==> src/rtl/alu_vectorial_pkg.sv <==
// Shared constants for the vector ALU: operation codes and the depth of the
// result history.
package alu_vectorial_pkg;

    localparam logic [2:0] OP_ADD = 3'b000;
    localparam logic [2:0] OP_SUB = 3'b001;
    localparam logic [2:0] OP_AND = 3'b010;
    localparam logic [2:0] OP_OR  = 3'b011;
    localparam logic [2:0] OP_XOR = 3'b100;
    localparam logic [2:0] OP_NOT = 3'b101;
    localparam logic [2:0] OP_SHL = 3'b110;
    localparam logic [2:0] OP_SHR = 3'b111;

    localparam int HIST_DEPTH = 8;

endpackage

==> src/rtl/alu_vectorial_lane.sv <==
// One WIDTH-bit ALU lane: bitwise ops plus an adder with carry-in/carry-out.
// Subtraction is handled here by inverting B; the caller supplies carry-in 1.
module alu_lane
    import alu_vectorial_pkg::*;
#(
    parameter int WIDTH = 4
) (
    input  logic [WIDTH-1:0] i_a,
    input  logic [WIDTH-1:0] i_b,
    input  logic             i_cin,
    input  logic [2:0]       i_op,
    output logic [WIDTH-1:0] o_res,
    output logic             o_cout
);

    logic [WIDTH-1:0] w_b_eff;
    logic [WIDTH:0]   w_sum;

    assign w_b_eff = (i_op == OP_SUB) ? ~i_b : i_b;
    assign w_sum   = {1'b0, i_a} + {1'b0, w_b_eff} + {{WIDTH{1'b0}}, i_cin};
    assign o_cout  = w_sum[WIDTH];

    // Shift codes fall through to the sum; the top level overrides them.
    always_comb begin
        o_res = w_sum[WIDTH-1:0];
        case (i_op)
            OP_AND:  o_res = i_a & i_b;
            OP_OR:   o_res = i_a | i_b;
            OP_XOR:  o_res = i_a ^ i_b;
            OP_NOT:  o_res = ~i_a;
            default: o_res = w_sum[WIDTH-1:0];
        endcase
    end

endmodule

==> src/rtl/alu_vectorial.sv <==
// Vector ALU built from n_alu chained lanes, with registered carry/compare
// flags and an 8-deep shifting history of results on data_out.
module alu_vectorial
    import alu_vectorial_pkg::*;
#(
    parameter int WIDTH = 4,
    parameter int n_alu = 4
) (
    input  logic                                clk,
    input  logic                                rst,
    input  logic [WIDTH*n_alu:0]                a,
    input  logic [WIDTH*n_alu:0]                b,
    input  logic [2:0]                          select,
    output logic                                carry_out,
    output logic                                a_greater,
    output logic                                a_equal,
    output logic                                a_less,
    output logic [HIST_DEPTH*WIDTH*n_alu-1:0]   data_out
);

    localparam int N = WIDTH * n_alu;

    logic [N-1:0] w_a;
    logic [N-1:0] w_b;
    logic         w_unused_b_msb;
    logic [n_alu:0] w_carry;
    logic [N-1:0] w_lane_res;
    logic [N-1:0] w_result;
    logic         w_cout;

    logic [N-1:0] r_hist [HIST_DEPTH];
    logic         r_carry;
    logic         r_greater;
    logic         r_equal;
    logic         r_less;

    assign w_a            = a[N-1:0];
    assign w_b            = b[N-1:0];
    assign w_unused_b_msb = b[N];

    // Subtraction is A + ~B + 1, so the chain is seeded with 1 instead of a[N].
    assign w_carry[0] = (select == OP_SUB) ? 1'b1 : a[N];

    generate
        for (genvar gi = 0; gi < n_alu; gi++) begin : g_lane
            alu_lane #(
                .WIDTH (WIDTH)
            ) u_lane (
                .i_a    (w_a[WIDTH*gi +: WIDTH]),
                .i_b    (w_b[WIDTH*gi +: WIDTH]),
                .i_cin  (w_carry[gi]),
                .i_op   (select),
                .o_res  (w_lane_res[WIDTH*gi +: WIDTH]),
                .o_cout (w_carry[gi+1])
            );
        end
    endgenerate

    always_comb begin
        w_result = w_lane_res;
        w_cout   = 1'b0;
        case (select)
            OP_ADD, OP_SUB: w_cout = w_carry[n_alu];
            OP_SHL: begin
                w_result = {w_a[N-2:0], a[N]};
                w_cout   = w_a[N-1];
            end
            OP_SHR: begin
                w_result = {a[N], w_a[N-1:1]};
                w_cout   = w_a[0];
            end
            default: w_cout = 1'b0;
        endcase
    end

    always_ff @(posedge clk or negedge rst) begin
        if (!rst) begin
            for (int k = 0; k < HIST_DEPTH; k++) begin
                r_hist[k] <= '0;
            end
            r_carry   <= 1'b0;
            r_greater <= 1'b0;
            r_equal   <= 1'b0;
            r_less    <= 1'b0;
        end else begin
            for (int k = HIST_DEPTH - 1; k > 0; k--) begin
                r_hist[k] <= r_hist[k-1];
            end
            r_hist[0] <= w_result;
            r_carry   <= w_cout;
            r_greater <= (w_a > w_b);
            r_equal   <= (w_a == w_b);
            r_less    <= (w_a < w_b);
        end
    end

    assign carry_out = r_carry;
    assign a_greater = r_greater;
    assign a_equal   = r_equal;
    assign a_less    = r_less;

    generate
        for (genvar gi = 0; gi < HIST_DEPTH; gi++) begin : g_out
            assign data_out[N*gi +: N] = r_hist[gi];
        end
    endgenerate

endmodule

==> config.mk <==
export PLATFORM = sky130hd
export DESIGN_NAME = alu_vectorial
export DESIGN_NICKNAME = d
export VERILOG_FILES = /design/src/rtl/alu_vectorial_pkg.sv /design/src/rtl/alu_vectorial_lane.sv /design/src/rtl/alu_vectorial.sv
export SDC_FILE = /design/constraint.sdc
export NUM_CORES = 1
export LEC_CHECK = 0
export BUFFER_PORTS_ARGS = -buffer_cell sky130_fd_sc_hd__buf_2
export CAP_MARGIN = 20
export CORE_MARGIN = 2
export CORE_UTILIZATION = 52
export CTS_CLUSTER_SIZE = 8
export DETAILED_ROUTE_END_ITERATION = 16
export PLACE_DENSITY = 0.8
export SYNTH_ARGS = -nofsm -noshare
export SYNTH_HDL_FRONTEND = slang
export SYNTH_SLANG_ARGS = --single-unit
==> constraint.sdc <==
create_clock -name clk -period 0.8 [get_ports clk]
set_input_delay 0.08 -clock clk [delete_from_list [all_inputs] [get_ports clk]]
set_output_delay 0.08 -clock clk [all_outputs]
set_load 0.01 [all_outputs]
Word level (Yosys, flattened, before mapping)
Index checks and enable logic that the tools add are counted.
{"block": "totals", "regBits": 132, "inputBits": 39, "elab_cells": 63}
{"block": "op_classes", "n_addsub": 8, "order_cmp": 2, "eq_ne": 8, "mux": 11, "bitwise_logic": 20, "reduce_logical": 2}
{"operator": "$pmux W4 S4", "count": 4}
{"operator": "$not A4 Y4", "count": 8}
{"operator": "$pmux W16 S2", "count": 1}
{"operator": "$add A4 B4 Y5", "count": 4}
{"operator": "$add A5 B1 Y5", "count": 4}
{"operator": "$and A4 B4 Y4", "count": 4}
{"operator": "$eq A16 B16 Y1", "count": 1}
{"operator": "$gt A16 B16 Y1", "count": 1}
{"operator": "$lt A16 B16 Y1", "count": 1}
{"operator": "$mux W4", "count": 4}
{"operator": "$or A4 B4 Y4", "count": 4}
{"operator": "$xor A4 B4 Y4", "count": 4}
{"operator": "$eq A3 B3 Y1 const B", "count": 4}
{"operator": "$eq A3 B2 Y1 const B", "count": 2}
{"operator": "$eq A3 B1 Y1 const B", "count": 1}
{"operator": "$logic_not A3 Y1", "count": 1}
{"operator": "$pmux W1 S3", "count": 1}
{"operator": "$reduce_or A2 Y1", "count": 1}
{"operator": "$mux W1", "count": 1}

Logic depth before layout (Yosys ltp)
Gate-level depths: netlist (run 1).
{"block": "logic_depth", "ltp_word": 9, "mapped_depth": 27, "mapped_depth_nobuf": 24}

By module
Synthesis (run 1) repeated with hierarchy kept, for this count alone.
{"block": "unflattened", "hier_cells": 510, "hier_area_um2": 6122.1}
{"module": "alu_vectorial", "n_inst": 1, "cells_per_inst": 251, "area_per_inst_um2": 4091.4}
{"module": "alu_lane at g_lane[0].u_lane ...", "n_inst": 3, "cells_per_inst": 63, "area_per_inst_um2": 490.5}
{"module": "alu_lane at g_lane[1].u_lane", "n_inst": 1, "cells_per_inst": 70, "area_per_inst_um2": 559.3}

Worst setup path before layout (run 1)
OpenSTA, ideal clock, no wires.
{"block": "synth_timing", "path_kind": "input-to-reg", "from": "input select[2]", "to": "register r_hist (netlist bit data_out[13])", "arrival_ps": 4963, "required_time_ps": 665, "setup_slack_ps": -4298, "cell_stages": 26, "cell_sequence": "buf_6 or2_1 buf_6 nor2_8 buf_8 xnor2_1 fa_1 fa_1 inv_1 a21o_1 a21oi_1 fa_1 fa_1 inv_1 a21o_1 a21oi_1 fa_1 fa_1 inv_1 a21o_1 a21oi_1 fa_1 inv_1 fa_1 inv_1 o22ai_1"}
{"block": "synth_between", "elab_chain_len": 9, "elab_cells_between_ends": 22, "cone_classes": "8 x add/sub; 7 x eq/ne; 7 x mux"}
{"element": "from (decl)", "line": "alu_vectorial.sv:13", "source": "input logic [2:0] select,"}
{"element": "$eq A3 B1 Y1", "line": "alu_vectorial_lane.sv:19, alu_vectorial.sv:42"}
{"element": "$mux W4", "line": "alu_vectorial_lane.sv:19", "source": "assign w_b_eff = (i_op == OP_SUB) ? ~i_b : i_b;"}
{"element": "$add A4 B4 Y5", "line": "alu_vectorial_lane.sv:20", "source": "assign w_sum = {1'b0, i_a} + {1'b0, w_b_eff} + {{WIDTH{1'b0}}, i_cin};"}
{"element": "$add A5 B1 Y5 (4 in a row)", "line": "alu_vectorial_lane.sv:20"}
{"element": "$pmux W4 S4", "line": "alu_vectorial_lane.sv:26", "source": "case (i_op)"}
{"element": "$pmux W16 S2 *", "line": "alu_vectorial.sv:62", "source": "case (select)"}
{"element": "named net w_result[13]", "line": "alu_vectorial.sv:28", "source": "logic [N-1:0] w_result;"}
{"element": "to (signal, indexed assignment)", "line": "alu_vectorial.sv:87", "source": "r_hist[k] <= r_hist[k-1];"}
{"element": "to (decl)", "line": "alu_vectorial.sv:31", "source": "logic [N-1:0] r_hist [HIST_DEPTH];"}
The timed path passes the listed nets; every way through them passes the cells marked *.

Worst setup path after layout (run 1)
{"block": "layout_timing", "from": "input select[1]", "to": "register r_hist (netlist bit data_out[14])"}
Same word-level chain as after synthesis.

==> out/qor.csv, run 1 <==
metric,value,unit
final hold slack,0.0392,ns
num ports,171,
cts bufs inserted,17,
die height,110,µm
Gate Count Post-Synth,458,
CP arrival,4.97,ns
Final Non-Filler Cells,1001,
CTS tree,yes,
total of max-cap violations,0,
RSZ-0062 raised after global routing,yes,
"Seq/Total Area, Yosys",56.6,%
Critical Path Fanout Max,3,
total core area,10900,µm²
Worst Reg2Reg Path Length in Cells,2,
Total Routing Usage GR,34.1,%
Die ar.,12100,µm²
status,finished with violations,
Final Hold Fails,0,
die width,110,µm
CP required,1.23,ns
Placer Congestion,0.859,
Area Growth Syn to Fin,69.4,%
number of global-route vias before repair,5415,
remaining global-route overflow,0,
P per Cell Area,2380,nW/µm²
leakage,5.09,nW
period utilization,567,%
clock root cell,clkbuf_8,
initial antenna violation count,0,
failing checks,setup timing,
Antenna Violating Nets Remaining,0,
synthesized area per cell,12.8,µm²
Rows,38,
initial drt markers,952,
kind of critical path,primary input to flip-flop,
IO buf count,169,
Worst setup SP type,primary input,
fin nets,957,
post-DP HPWL,11.3,mm
Skew-Pair Late Insertion Delay,0.54,ns
H-tree levels,4,
placed cell count,844,
Unique masters post-synth,45,
maximum clock frequency,0.220,GHz
Setup-failing EPs final,157,
CP startpoint,select[1],
element type at the critical path end,flip-flop,
routed vias,6117,
VDD IR max,2.70,mV
fin crit period,4.54,ns
clk_skew,0.00893,ns
largest net degree at the start of global routing,54,
Final Max Slew Viols,0,
RR Startpoint,data_out[100]$_DFF_PN0_,
Avg WL per Cell,27.9,µm
first-pass GRT wire length,30.2,mm
# diodes,0,
"FF+latch count, synth",132,
Via density,6.11,
syn nets,565,
Detailed Routing Iterations Pass 1,6,
DRC,0,
yosys warns,0,
worst flop-to-flop path endpoint,data_out[116]$_DFF_PN0_,
Clock Sinks,132,
CTS max path bufs,2,
Setup WS pre-CTS,-3.98,ns
Worst-path clk slew,0.06,ns
R2R setup slack,-0.02,ns
total chip power,23.6,mW
Slew HR,59.7,%
Initial Util,53.6,%
Post-Route WL,27.9,mm
share of cells above drive strength 1,57.4,%
Synth Cell Area,5840,µm²
Hold WC Path Type,primary input to asynchronous set/reset pin,
setup slack after layout,-3.74,ns
Tightest Pin Transition,0.604,ns
## synth_stat cells (all sizes together)
| library cell | count | area (µm²) |
|---|---|---|
| nand2b | 3 | 18.8 |
| xor2 | 8 | 70.1 |
| o22a | 1 | 8.76 |
| mux2 | 5 | 56.3 |
| o22ai | 10 | 62.6 |
| nor2b | 2 | 12.5 |
| ha | 60 | 751 |
| o211ai | 2 | 15.0 |
| o21ai | 15 | 75.1 |
| a22oi | 3 | 22.5 |
| o21a | 1 | 7.51 |
| o221ai | 9 | 78.8 |
| a211oi | 3 | 27.5 |
| xnor2 | 16 | 140 |
| fa | 8 | 160 |
| mux2i | 6 | 60.1 |
| or2 | 1 | 6.26 |
| a21o | 8 | 60.1 |
| a221o | 5 | 50.1 |
| dfrtp | 132 | 3300 |
| clkbuf | 3 | 11.3 |
| nand2 | 13 | 48.8 |
| nor4 | 2 | 33.8 |
| nor2 | 24 | 106 |
| a221oi | 4 | 35.0 |
| mux4 | 3 | 67.6 |
| o31ai | 2 | 15.0 |
| nand4 | 1 | 12.5 |
| inv | 56 | 210 |
| o2111ai | 1 | 8.76 |
| nor4b | 1 | 15.0 |
| nand3 | 6 | 30.0 |
| buf | 14 | 96.3 |
| a31oi | 6 | 37.5 |
| o21bai | 1 | 7.51 |
| a22o | 1 | 8.76 |
| a21oi | 22 | 110 |
## worst max-delay path by stage
stage,slack [ns],to,cells past startpoint
after floorplan,-3.96,data_out[13]$_DFF_PN0_,26
after global placement,-3.89,data_out[13]$_DFF_PN0_,24
after detailed placement,-3.98,data_out[13]$_DFF_PN0_,24
after CTS,-3.39,data_out[14]$_DFF_PN0_,25
after global routing,-3.77,data_out[14]$_DFF_PN0_,25
final,-3.74,data_out[14]$_DFF_PN0_,25
## what timing repair did
action | in CTS | in global routing
setup endpoints to repair | 152 | 152
endpoints found under the hold margin | 134 | 0
setup buffers | 78 | 48
hold buffers | 3 | 0
gates resized for setup | 83 | 76
pin swaps | 27 | 19
## per-layer routing
| metal | global-route usage, % | wire length (µm) | vias to the layer above |
|---|---|---|---|
| met1 | 39.8 | 9720 | 2930 |
| met4 | 11.9 | 2270 | 0 |
| met3 | 7.58 | 3330 | 204 |
| met2 | 61.5 | 12600 | 636 |
| met5 | 0 | 0 | - |
| li1 | - | - | 2347 |
## final cells by class
cell class                 count  area (µm²)
multi-input combinational    253        2520
sequential                   132        3300
tap                          140         175
timing repair buffer         390        3110
clock buffer                  25         474
clock inverter                 5        75.1
inverter                      56         229
fill                         355         993
## metrics by stage
stage | util [%] | cell area [µm²] | setup TNS, ns
floorplan | - | 5970 | -46.91
global placement | 70.1 | 7630 | -47.66
detailed placement | 70.1 | 7630 | -48.63
CTS | 84.0 | 9150 | -81.26
global route | 90.9 | 9890 | -92.03
finish | 90.9 | 9890 | -88.55
## kinds of logic after synthesis
logic type,Yosys count,share of synthesized area (%)
buffers and inverters,73,5.44
XOR/XNOR,24,3.60
multiplexers,14,3.15
AND/OR/NAND/NOR,53,4.86
flip-flops,132,56.6
adder cells (fa/ha/maj),68,15.6
AO/OA/AOI/OAI,94,10.8
## report_power, final
part	internal, mW	total, mW	switching, mW
Sequential	7.70	8.68	0.977
Combinational	3.74	7.20	3.46
Clock	4.65	7.70	3.05
## cell usage in the layout, fill, tap and decap left out, drive strengths merged, types with 3 or more instances in the layout
cell type    Yosys  routed
a211oi           3       3
a21o             8       8
a21oi           22      22
a221o            5       5
a221oi           4       4
a22oi            3       3
a31oi            6       6
buf             14     387
clkbuf           3      25
clkinv           0       3
dfrtp          132     132
dlygate4sd3      0       3
fa               8       8
ha              60      60
inv             56      55
mux2             5       5
mux2i            6       6
mux4             3       3
nand2           13      13
nand2b           3       3
nand3            6       6
nor2            24      24
o21ai           15      15
o221ai           9       9
o22ai           10      10
xnor2           16      16
xor2             8       8
## state kept, by name, indices dropped and copies added, names as in the netlist
name	cells
data_out	128
a_equal	1
a_greater	1
a_less	1
carry_out	1
## critical path, stage by stage
cell and delay [ns]:
buf_6 0.09, or2_4 0.27, nor2_8 0.13, xnor2_2 0.10, fa_2 0.37, fa_2 0.38, inv_2 0.06, a21o_1 0.12
a21oi_2 0.07, fa_2 0.36, fa_2 0.36, inv_2 0.06, a21o_1 0.11, a21oi_2 0.07, fa_2 0.37, fa_2 0.40
inv_2 0.08, a21o_1 0.15, a21oi_2 0.09, fa_2 0.36, inv_2 0.09, fa_2 0.27, xor2_2 0.16, o21ai_1 0.13
a21oi_2 0.24
(Power assumes the default switching activity.)
==> inputs of run 2 (changes only) <==
--- a/config.mk
+++ b/config.mk
@@ -8,10 +8,12 @@
 export BUFFER_PORTS_ARGS = -buffer_cell sky130_fd_sc_hd__buf_2
 export CAP_MARGIN = 20
 export CORE_MARGIN = 2
-export CORE_UTILIZATION = 52
+export CORE_UTILIZATION = 54
+export CTS_BUF_LIST = sky130_fd_sc_hd__clkbuf_8
 export CTS_CLUSTER_SIZE = 8
 export DETAILED_ROUTE_END_ITERATION = 16
-export PLACE_DENSITY = 0.8
+export PLACE_DENSITY = 0.83
+export SKIP_CTS_REPAIR_TIMING = 1
 export SYNTH_ARGS = -nofsm -noshare
 export SYNTH_HDL_FRONTEND = slang
 export SYNTH_SLANG_ARGS = --single-unit
==> run 2 against run 1 <==
The run still ends with setup timing left. Critical path depth fell by 1. Cell count fell by 9.5%. Sequential cell count did not move. Sequential share of layout area rose by 4.6 points. Combinational power fell by 29%. Non-clock buffer count fell by 93. Utilization fell by 7.3 points. Worst hold slack improved by 0.097 ns. Setup slack improved by 0.22 ns. Cell area fell by 12%. Critical path type unchanged. Highest routed layer unchanged.
==> out/qor.csv, run 2 (same netlist as run 1, synthesis figures left out) <==
metric,value,unit,change
status,finished with violations,,unchanged
failing checks,setup timing,,unchanged
IO buf count,169,,unchanged
Final Non-Filler Cells,906,,was 1001
largest net degree at the start of global routing,54,,unchanged
DRC,0,,unchanged
P_sw,5.63,mW,was 7.49 mW
Flop pwr share,44.7,%,was 36.8%
H-tree levels,4,,unchanged
Critical Path Fanout Max,3,,unchanged
Worst-path clk slew,0.07,ns,was 0.06 ns
die height,108,µm,was 110 µm
# diodes,0,,unchanged
RSZ-0062 raised after global routing,yes,,unchanged
CTS tree,yes,,unchanged
crit-path cells,buf_6 > or2_4 > nor2_8 > xnor2_2 > fa_2 > fa_2 > inv_2 > a21o_1 > a21oi_2 > fa_2 > fa_2 > inv_2 > a21o_1 > a21oi_2 > fa_2 > fa_2 > inv_2 > a21o_1 > a21oi_2 > fa_2 > inv_2 > fa_2 > inv_2 > o22ai_2,,
leakage,4.49,nW,was 5.09 nW
remaining global-route overflow,0,,unchanged
Skew-Pair Late Insertion Delay,0.42,ns,was 0.54 ns
routed vias,4823,,was 6117
Power Internal,13.1,mW,was 16.1 mW
Clock power frac,27.9,%,was 32.7%
Final Max Slew Viols,0,,unchanged
Initial Util,56.1,%,was 53.6%
CP required,1.08,ns,was 1.23 ns
Slew HR,61.4,%,was 59.7%
Worst setup SP type,primary input,,unchanged
Placer Congestion,0.877,,was 0.859
element type at the critical path end,flip-flop,,unchanged
initial antenna violation count,0,,unchanged
Post-Route WL,17.5,mm,was 27.9 mm
period utilization,539,%,was 567%
CP top delay family,adder cells,,unchanged
maximum clock frequency,0.232,GHz,was 0.220 GHz
Critical Path Max Stage Delay,0.44,ns,was 0.40 ns
Clock Sinks,132,,unchanged
placed cell count,842,,was 844
final setup TNS,-69.11,ns,was -88.55 ns
Antenna Violating Nets Remaining,0,,unchanged
"most common cell after layout, fill and taps aside",dfrtp_1,,was buf_4
"commonest cells after routing, fill and taps aside","dfrtp_1, buf_2, buf_4",,"was buf_4, dfrtp_1, buf_6"
FILL cells,486,,was 355
Buf/Inv on CP,6,,was 5
Worst path most repeated cell,fa_2,,unchanged
Gate power share,27.4,%,was 30.5%
VDD IR max,1.93,mV,was 2.70 mV
clk_skew,0.0133,ns,was 0.00893 ns
final instance area,8700,µm²,was 9890 µm²
setup slack after layout,-3.51,ns,was -3.74 ns
final hold slack,0.136,ns,was 0.0392 ns
Tightest Pin Transition,0.579,ns,was 0.604 ns
Via density,5.32,,was 6.11
Hold WC Path Type,primary input to asynchronous set/reset pin,,unchanged
max reg flops,128,,unchanged
post-route core utilization,83.6,%,was 90.9%
number of global-route vias before repair,4487,,was 5415
cts bufs inserted,17,,unchanged
first-pass GRT wire length,22.6,mm,was 30.2 mm
CTS max path bufs,2,,unchanged
kind of critical path,primary input to flip-flop,,unchanged
total core area,10400,µm²,was 10900 µm²
num ports,171,,unchanged
fin nets,864,,was 957
Die ar.,11700,µm²,was 12100 µm²
fin crit period,4.31,ns,was 4.54 ns
Total Routing Usage GR,25.6,%,was 34.1%
CP arrival,4.60,ns,was 4.97 ns
post-DP HPWL,11.3,mm,about the same
Setup-failing EPs final,152,,was 157
placed instance area,7650,µm²,was 7630 µm²
Avg WL per Cell,19.3,µm,was 27.9 µm
Detailed Routing Iterations Pass 1,6,,unchanged
initial drt markers,475,,was 952
slowest CP cell,fa_2,,unchanged
Final Hold Fails,0,,unchanged
Rows,37,,was 38
total of max-cap violations,0,,unchanged
share of cells above drive strength 1,51.3,%,was 57.4%
P per Cell Area,2160,nW/µm²,was 2380 nW/µm²
Area Growth Syn to Fin,49.0,%,was 69.4%
Switching Fraction,30.0,%,was 31.8%
die width,108,µm,was 110 µm
clock root cell,clkbuf_8,,unchanged
-- run 2: cell count changes in the layout (fill, tap and decap cells not counted), sizes merged --
cell	before	now
inv	55	61
clkinv	3	2
clkbuf	25	23
buf	387	296
dlygate4sd3	3	1
bufinv	2	1
-- run 2: worst paths after layout --
check	cells past startpoint	endpoint	slack, ns	from
setup / recovery	24	data_out[13]$_DFF_PN0_	-3.51	select[1]
hold / removal	2	data_out[115]$_DFF_PN0_	0.14	rst
setup reg to reg	1	data_out[29]$_DFF_PN0_	0.11	data_out[13]$_DFF_PN0_
hold reg to reg	0	data_out[112]$_DFF_PN0_	0.37	data_out[96]$_DFF_PN0_
max in group asynchronous	3	data_out[87]$_DFF_PN0_	0.20	rst
min in group clk	4	carry_out$_DFF_PN0_	0.14	a[0]
-- run 2: cell type report --
| class | count | area, µm² | area share (%) |
|---|---|---|---|
| clock buffers | 23 | 317 | 3.64 |
| clock inverters | 9 | 62.6 | 0.719 |
| inverters | 56 | 224 | 2.57 |
| multi-input cells | 253 | 2490 | 28.6 |
| flip-flops and latches | 132 | 3300 | 37.9 |
| well taps | 136 | 170 | 1.95 |
| repair buffers | 297 | 2130 | 24.5 |
-- run 2: per-stage QoR --
| step | total power, mW | worst slack [ns] |
|---|---|---|
| 3_5_place_dp | 12.5 | -3.96 |
| 4_1_cts | 17.6 | -3.53 |
| 2_1_floorplan | 10.1 | -3.96 |
| 5_1_grt | 19.6 | -3.64 |
| 3_3_place_gp | 12.3 | -3.89 |
| 6_report | 18.8 | -3.51 |
-- run 2: per-layer routing --
layer | track usage, % | share of wire (%)
met5 | 0 | 0
met4 | 7.60 | 1.7
met3 | 5.79 | 6.7
met2 | 43.9 | 53
met1 | 32.7 | 38
-- run 2: power by group through the flow --
| stage | clock [mW] | sequential (mW) | combinational [mW] |
|---|---|---|---|
| 2_1_floorplan | 0 | 8.77 | 1.38 |
| 3_3_place_gp | 0 | 8.25 | 4.02 |
| 3_5_place_dp | 0 | 8.35 | 4.14 |
| 4_1_cts | 5.19 | 8.24 | 4.16 |
| 5_1_grt | 5.64 | 8.46 | 5.52 |
| 6_report | 5.24 | 8.39 | 5.14 |
==> inputs of run 3 (changes only) <==
--- a/config.mk
+++ b/config.mk
@@ -13,6 +13,7 @@
 export CTS_CLUSTER_SIZE = 8
 export DETAILED_ROUTE_END_ITERATION = 16
 export PLACE_DENSITY = 0.83
+export REMOVE_ABC_BUFFERS = 1
 export SKIP_CTS_REPAIR_TIMING = 1
 export SYNTH_ARGS = -nofsm -noshare
 export SYNTH_HDL_FRONTEND = slang
==> run 3 against run 2 <==
The run still ends with setup timing left. Total power is 0.60% lower. Worst hold slack worse by 0.032 ns. Critical path depth stayed put. Largest cell class unchanged.
==> out/qor.csv, run 3 (same netlist as run 1, synthesis figures left out) <==
metric,value,unit,change
Skew-Pair Late Insertion Delay,0.42,ns,about the same
Clock Sinks,132,,unchanged
Area Growth Syn to Fin,50.2,%,was 49.0%
Worst setup SP type,primary input,,unchanged
Critical Path Fanout Max,3,,unchanged
DRC,0,,unchanged
total core area,10400,µm²,unchanged
Total Routing Usage GR,25.8,%,was 25.6%
H-tree levels,4,,unchanged
VDD IR max,1.83,mV,was 1.93 mV
FILL cells,518,,was 486
Switching Fraction,29.6,%,was 30.0%
Hold WC Path Type,primary input to asynchronous set/reset pin,,unchanged
placed cell count,842,,unchanged
die width,108,µm,unchanged
Rows,37,,unchanged
Setup-failing EPs final,152,,unchanged
kind of critical path,primary input to flip-flop,,unchanged
num ports,171,,unchanged
remaining global-route overflow,0,,unchanged
CP required,1.09,ns,was 1.08 ns
Die ar.,11700,µm²,unchanged
max reg flops,128,,unchanged
Gate power share,28.1,%,was 27.4%
Flop pwr share,44.7,%,about the same
Final Non-Filler Cells,914,,was 906
largest net degree at the start of global routing,54,,unchanged
Post-Route WL,17.1,mm,was 17.5 mm
P_sw,5.53,mW,was 5.63 mW
Slew HR,60.8,%,was 61.4%
post-route core utilization,84.2,%,was 83.6%
total of max-cap violations,0,,unchanged
Critical Path Max Stage Delay,0.43,ns,was 0.44 ns
CP arrival,4.61,ns,was 4.60 ns
CTS max path bufs,2,,unchanged
cts bufs inserted,17,,unchanged
slowest CP cell,fa_2,,unchanged
R2R setup slack,0.13,ns,was 0.11 ns
Detailed Routing Iterations Pass 1,6,,unchanged
setup slack after layout,-3.53,ns,was -3.51 ns
Final Hold Fails,0,,unchanged
Worst-path clk slew,0.07,ns,about the same
Avg WL per Cell,18.7,µm,was 19.3 µm
Final Max Slew Viols,0,,unchanged
clk_skew,0.00892,ns,was 0.0133 ns
worst flop-to-flop path endpoint,data_out[61]$_DFF_PN0_,,was data_out[29]$_DFF_PN0_
fin crit period,4.33,ns,was 4.31 ns
initial drt markers,366,,was 475
Power Internal,13.1,mW,about the same
Tightest Pin Transition,0.589,ns,was 0.579 ns
die height,108,µm,unchanged
post-DP HPWL,11.3,mm,about the same
"most common cell after layout, fill and taps aside",dfrtp_1,,unchanged
period utilization,541,%,was 539%
# diodes,0,,unchanged
Buf/Inv on CP,6,,unchanged
CTS tree,yes,,unchanged
failing checks,setup timing,,unchanged
Worst Reg2Reg Path Length in Cells,1,,unchanged
P per Cell Area,2130,nW/µm²,was 2160 nW/µm²
Clock power frac,27.3,%,was 27.9%
RR Startpoint,data_out[45]$_DFF_PN0_,,was data_out[13]$_DFF_PN0_
maximum clock frequency,0.231,GHz,was 0.232 GHz
Antenna Violating Nets Remaining,0,,unchanged
"commonest cells after routing, fill and taps aside","dfrtp_1, buf_2, buf_4",,unchanged
fin nets,873,,was 864
clock root cell,clkbuf_8,,unchanged
total chip power,18.7,mW,was 18.8 mW
leakage,4.53,nW,was 4.49 nW
Worst path most repeated cell,fa_2,,unchanged
element type at the critical path end,flip-flop,,unchanged
crit-path cells,buf_6 > or2_4 > nor2_8 > xnor2_2 > fa_2 > fa_2 > inv_2 > a21o_1 > a21oi_2 > fa_2 > fa_2 > inv_2 > a21o_1 > a21oi_2 > fa_2 > fa_2 > inv_2 > a21o_1 > a21oi_2 > fa_2 > inv_2 > fa_2 > inv_2 > o22ai_2,,unchanged
Initial Util,56.1,%,unchanged
routed vias,4859,,was 4823
number of global-route vias before repair,4455,,was 4487
first-pass GRT wire length,22.5,mm,was 22.6 mm
RSZ-0062 raised after global routing,yes,,unchanged
initial antenna violation count,0,,unchanged
Placer Congestion,0.878,,was 0.877
status,finished with violations,,unchanged
IO buf count,169,,unchanged
Via density,5.32,,about the same
share of cells above drive strength 1,51.9,%,was 51.3%
CP top delay family,adder cells,,unchanged
==> run 3: layout make-up <==
class / count / area, µm² / area share (%)
repair buffers: 306 / 2220 / 25.3
clock buffers: 22 / 303 / 3.45
flip-flops and latches: 132 / 3300 / 37.6
inverters: 56 / 218 / 2.48
well taps: 136 / 170 / 1.94
multi-input cells: 253 / 2500 / 28.5
clock inverters: 9 / 63.8 / 0.727
==> run 3: worst max path at each step <==
stage	from	endpoint	slack (ns)	depth (start not counted)
6_report	select[1]	data_out[13]$_DFF_PN0_	-3.53	24
5_1_grt	select[1]	carry_out$_DFF_PN0_	-3.67	25
4_1_cts	select[1]	data_out[14]$_DFF_PN0_	-3.95	25
3_5_place_dp	select[1]	data_out[14]$_DFF_PN0_	-4.36	25
3_3_place_gp	select[1]	data_out[13]$_DFF_PN0_	-4.27	24
2_1_floorplan	select[1]	data_out[13]$_DFF_PN0_	-4.21	23
==> run 3: power groups by stage <==
stage	Clock (mW)	Sequential, mW	Combinational (mW)
after detailed placement	0	8.36	4.01
after global routing	5.49	8.42	5.62
final	5.08	8.34	5.24
after floorplan	0	8.77	1.16
after CTS	5.11	8.26	4.04
after global placement	0	8.26	3.90
==> run 3: per-layer routing <==
metal	wire [µm]	GRT usage [%]	part of all wire (%)	vias up
met1	6320	31.7	37	2355
met4	565	8.24	3.3	0
li1	-	-	-	2174
met5	0	0	0	-
met3	1300	6.69	7.6	55
met2	8950	44.8	52	275
==> run 3: per-stage QoR <==
step / setup TNS [ns] / worst slack, ns / hold WS, ns / instance area [µm²]
detailed placement: -52.80 / -4.36 / -0.0236 / 7530
global route: -77.49 / -3.67 / 0.0927 / 8770
finish: -69.33 / -3.53 / 0.104 / 8770
CTS: -76.75 / -3.95 / -0.482 / 7890
global placement: -51.41 / -4.27 / -0.0292 / 7530
floorplan: -49.11 / -4.21 / -0.216 / 5730
